## src/rtl/fsm_arb_pkg.sv

```systemverilog
// Shared definitions for the two-requester round-robin arbiter: state encoding and defaults.
package fsm_arb_pkg;

   localparam int unsigned STATE_W      = 2;
   localparam int unsigned HOLD_MAX_DEF = 8;

   typedef enum logic [STATE_W-1:0] {
      IDLE = 2'd0,
      GA   = 2'd1,
      GB   = 2'd2,
      GAP  = 2'd3
   } state_t;

endpackage

```

## src/rtl/arb_hold_cnt.sv

```systemverilog
// Grant-length counter: cleared on grant entry, counts granted cycles, flags the last allowed one.
module arb_hold_cnt #(
   parameter int unsigned CNT_W = 4
) (
   input  logic             clk,
   input  logic             reset,
   input  logic             clr,
   input  logic             en,
   input  logic [CNT_W-1:0] max,
   output logic             hit
);

   logic [CNT_W-1:0] r_cnt;

   always_ff @(posedge clk) begin
      if (reset || clr) begin
         r_cnt <= '0;
      end else if (en) begin
         r_cnt <= r_cnt + 1'b1;
      end
   end

   assign hit = en && (r_cnt == max);

endmodule

```

## src/rtl/fsm_arb2_rr.sv

```systemverilog
// Two-requester round-robin arbiter, Moore machine with outputs registered from the next state.
// Optional forced release after HOLD_MAX granted cycles when ARB2_TIMEOUT_EN is defined.
module fsm_arb2_rr
   import fsm_arb_pkg::*;
#(
   parameter int unsigned HOLD_MAX = HOLD_MAX_DEF,
   parameter int unsigned CNT_W    = 4
) (
   input  logic clk,
   input  logic reset,
   input  logic reqA,
   input  logic reqB,
   input  logic doneA,
   input  logic doneB,
   output logic gntA,
   output logic gntB,
   output logic busy,
   output logic tout
);

   if (HOLD_MAX < 2 || HOLD_MAX > (1 << CNT_W)) begin : g_bad_cfg
      $error("HOLD_MAX must lie in 2..2**CNT_W");
   end

   state_t r_state;
   state_t w_next;
   logic   r_last;
   logic   r_gntA;
   logic   r_gntB;
   logic   r_busy;

`ifdef ARB2_TIMEOUT_EN
   logic w_hit;
   logic w_clr;
   logic w_en;
   logic w_tout_nxt;
   logic r_tout;

   assign w_clr = (r_state == IDLE) && ((w_next == GA) || (w_next == GB));
   assign w_en  = (r_state == GA) || (r_state == GB);

   arb_hold_cnt #(
      .CNT_W (CNT_W)
   ) u_hold_cnt (
      .clk   (clk),
      .reset (reset),
      .clr   (w_clr),
      .en    (w_en),
      .max   (CNT_W'(HOLD_MAX - 1)),
      .hit   (w_hit)
   );
`endif

   always_comb begin
      w_next = IDLE;
`ifdef ARB2_TIMEOUT_EN
      w_tout_nxt = 1'b0;
`endif
      case (r_state)
         IDLE: begin
            // last=1 means B went last, so A wins a tie
            if (reqA && reqB) begin
               w_next = r_last ? GA : GB;
            end else if (reqA) begin
               w_next = GA;
            end else if (reqB) begin
               w_next = GB;
            end
         end
         GA: begin
            if (doneA || !reqA) begin
               w_next = GAP;
`ifdef ARB2_TIMEOUT_EN
            end else if (w_hit) begin
               w_next     = GAP;
               w_tout_nxt = 1'b1;
`endif
            end else begin
               w_next = GA;
            end
         end
         GB: begin
            if (doneB || !reqB) begin
               w_next = GAP;
`ifdef ARB2_TIMEOUT_EN
            end else if (w_hit) begin
               w_next     = GAP;
               w_tout_nxt = 1'b1;
`endif
            end else begin
               w_next = GB;
            end
         end
         GAP:     w_next = IDLE;
         default: w_next = IDLE;
      endcase
   end

   always_ff @(posedge clk) begin
      if (reset) begin
         r_state <= IDLE;
      end else begin
         r_state <= w_next;
      end
   end

   always_ff @(posedge clk) begin
      if (reset) begin
         r_last <= 1'b1;
      end else if (r_state == IDLE && w_next == GA) begin
         r_last <= 1'b0;
      end else if (r_state == IDLE && w_next == GB) begin
         r_last <= 1'b1;
      end
   end

   always_ff @(posedge clk) begin
      if (reset) begin
         r_gntA <= 1'b0;
         r_gntB <= 1'b0;
         r_busy <= 1'b0;
      end else begin
         r_gntA <= (w_next == GA);
         r_gntB <= (w_next == GB);
         r_busy <= (w_next != IDLE);
      end
   end

`ifdef ARB2_TIMEOUT_EN
   always_ff @(posedge clk) begin
      if (reset) begin
         r_tout <= 1'b0;
      end else begin
         r_tout <= w_tout_nxt;
      end
   end

   assign tout = r_tout;
`else
   assign tout = 1'b0;
`endif

   assign gntA = r_gntA;
   assign gntB = r_gntB;
   assign busy = r_busy;

endmodule

```

## config.mk

```make
export PLATFORM = sky130hd
export DESIGN_NAME = fsm_arb2_rr
export DESIGN_NICKNAME = d
export VERILOG_FILES = /design/src/rtl/fsm_arb_pkg.sv /design/src/rtl/arb_hold_cnt.sv /design/src/rtl/fsm_arb2_rr.sv
export SDC_FILE = /design/constraint.sdc
export NUM_CORES = 1
export LEC_CHECK = 0
export ABC_CLOCK_PERIOD_IN_PS = 3250
export BUFFER_PORTS_ARGS = -buffer_cell sky130_fd_sc_hd__buf_4
export CAP_MARGIN = 20
export CORE_AREA = 2 2 39 41
export DETAILED_ROUTE_END_ITERATION = 10
export DIE_AREA = 0 0 41 43
export SYNTH_ARGS = -nofsm -noshare
export SYNTH_HDL_FRONTEND = slang
export SYNTH_HIERARCHICAL = 1
export SYNTH_SLANG_ARGS = --single-unit
```

## constraint.sdc

```tcl
create_clock -name clk -period 3.25 [get_ports clk]
set_input_delay 0.65 -clock clk [delete_from_list [all_inputs] [get_ports clk]]
set_output_delay 0.65 -clock clk [all_outputs]
set_load 0.05 [all_outputs]
```

==> impl_results.md <==
* Outcome: finished clean
* CP max FO at 1
* Root Buffer: clkbuf_4
* Design Area, Final at 347 µm²
* Initial Util at 0.182
* Critical Path Max Stage Delay at ~300 ps
* Seq/Total Area, Yosys at 0.478
* Lkg Pwr at 0.153 nW
* Post-Route WL at between 400 and 500 µm
* Final setup margin at 1870 ps
* Initial antenna violation count at 0
* Drt pass-1 iters at 2
* Cell area after synthesis at 251 µm²
* Diodes inserted at 0
* Top layer in use: met3
* Total CTS buffers at 3
* Via density at slightly above 4
* Synth Warn # at 6
* Mapped Nets at 31
* Startpoint Class: flip-flop
* Final Wtd Congestion at 0.758
* Die area at 1760 µm²
* CP Capture Type: output port
* Clock skew at 4.20 ps
* PwrDens at 636 nW/µm²
* Max-cap check violation count at 0
* Post-CTS Setup Bufs at 0
* CP arrival at 730 ps
* Ys async rst share at 0
* R2R setup slack at 2070 ps
* Global route overflow at 0
* Yosys reg bits at 6
* Total GRT Usage at 0.0694
* Final setup viols at 0
* Worst-Skew Late Latency at 240 ps
* Number of global-route vias before repair at 198
* Hold buffers post-CTS at 0
* Avg Synthesized Cell Area at 10.1 µm²
* Setup CP Type: reg2out
* Final min period at 1380 ps
* RSZ-0062 raised after global routing: no
* Count leader, synth: dfxtp_1
* Mapped Cells at 25
* CP bufs+invs at 1
* Post-place instance area at 324 µm²
* Top cells by count, synth: dfxtp_1, a31oi_1, inv_1, nand3b_1
* Post-route antenna net violation count at 0
* CTS Buffer Depth at 2
* Die Wd at between 40 and 50 µm
* Routed met2 length at 204 µm
* Htree depth at 1
* Core area at between 1000 and 1500 µm²
* Most frequently used flop master after synthesis: dfxtp_1
* # port buffers at 8
* Worst hold path type: reg2reg
* Post-synth EDFFs at 0
* Layout cells sized above 1 at 0.400
* Final HPWL DP at 346 µm
* Site row count at 14
* CTS sink count at 6
* Area added between synthesis and finish at 37.8%
* Initial DRC Count at 3
* Crit path max-delay family: flip-flops
* Clock transition at the registers of the reported paths at 50 ps
* Area leader, netlist: dfxtp_1
* Post-route clock period utilization at 0.424
* Crit path cell chain: buf_4
* Top-area cell type share of the netlist area at 0.478
* Post-Place Worst Slack at 1690 ps
* Final Max Tran Viols at 0
* I/O pin cnt at 10
* Met1 WL at 191 µm
* Yosys cell types at 17
* TNS Setup at 0 ps
* Routed met3 length at approximately 37 µm
* FMAX at 726 MHz
* CTS tree: done
* First-pass GRT wire length at 759 µm
* Nets at 43
* Resized Gates After CTS at 0
* Crit path max-delay cell type: dfxtp_1
* Via count at 208
* Peak VDD IR at 0.000166 V
* Largest net degree at the start of global routing at 8
* Layout Utilization at 0.250
* Die height at about 43 µm
* Cells taking the most area after synthesis: dfxtp_1, nand3b_1, or4b_4
* # DRC at 0
* WL per Instance at 8.49 µm
* CP required at 2600 ps
* Hold Fails Final Rpt at 0
-- area by class of cell --
class                           instances  area, µm²
Timing Repair Buffer                    8       60.1
Fill cell                             148       1040
Tap cell                               16       20.0
Sequential cell                         6        120
Clock buffer                            3       22.5
Multi-Input combinational cell         16        116
Inverter                                2       7.51
-- layout by cell type, fill, tap and decap left out, drive strengths merged --
master   synthesis  routed
buf              1       8
dfxtp            6       6
clkbuf           0       3
nand3b           2       2
inv              2       2
a31oi            2       2
or3              2       2
nand4            2       2
a21oi            1       1
nand4bb          1       1
nor3b            1       1
o21ai            1       1
nand2b           1       1
or4b             1       1
nand2            1       1
conb             1       1
-- sequential cells by signal (all words and copies together) (netlist names) --
register / cells
r_state: 2
busy: 1
gntA: 1
gntB: 1
r_last: 1
-- path summary, 6_finish.rpt --
path	to	depth (start not counted)	startpoint
worst max-delay path	gntB	1	gntB$_SDFF_PP0_
worst min register to register	r_last$_SDFFE_PP1P_	2	r_last$_SDFFE_PP1P_
worst min-delay path	r_last$_SDFFE_PP1P_	2	r_last$_SDFFE_PP1P_
worst max register to register	busy$_SDFF_PP0_	3	r_state[0]$_SDFF_PP0_
-- cells by family (layout without fill, tap and decap cells) --
| group | Yosys count | in the layout | share of synthesized area |
|---|---|---|---|
| AOI/OAI and AO/OA | 4 | 4 | 0.0895 |
| buffers and inverters | 3 | 13 | 0.0597 |
| DFF | 6 | 6 | 0.478 |
| other | 1 | 1 | 0.0149 |
| and+or+nand+nor | 11 | 11 | 0.358 |
-- where the power goes --
group	leakage [nW]	internal (mW)	switching, mW	total, mW
Clock	0.0138	0.0417	0.0261	0.0678
Sequential	0.0498	0.0851	0.00782	0.0929
Combinational	0.0890	0.0224	0.0373	0.0596
Total	0.153	0.149	0.0712	0.220
-- metrics by stage --
step | std cells | hold WS [ps] | total power [mW]
2_1_floorplan | 25 | 485 | 0.136
3_3_place_gp | 48 | 520 | 0.154
3_5_place_dp | 48 | 523 | 0.154
4_1_cts | 51 | 538 | 0.224
5_1_grt | 51 | 572 | 0.235
6_report | 51 | 530 | 0.220
-- per-layer routing --
| metal | global-route usage | vias up |
|---|---|---|
| li1 | - | 112 |
| met1 | 0.0712 | 91 |
| met2 | 0.0906 | 5 |
| met3 | 0.0628 | 0 |
| met4 | 0.0400 | 0 |
| met5 | 0 | - |
Power figures use the tool's default switching activity.
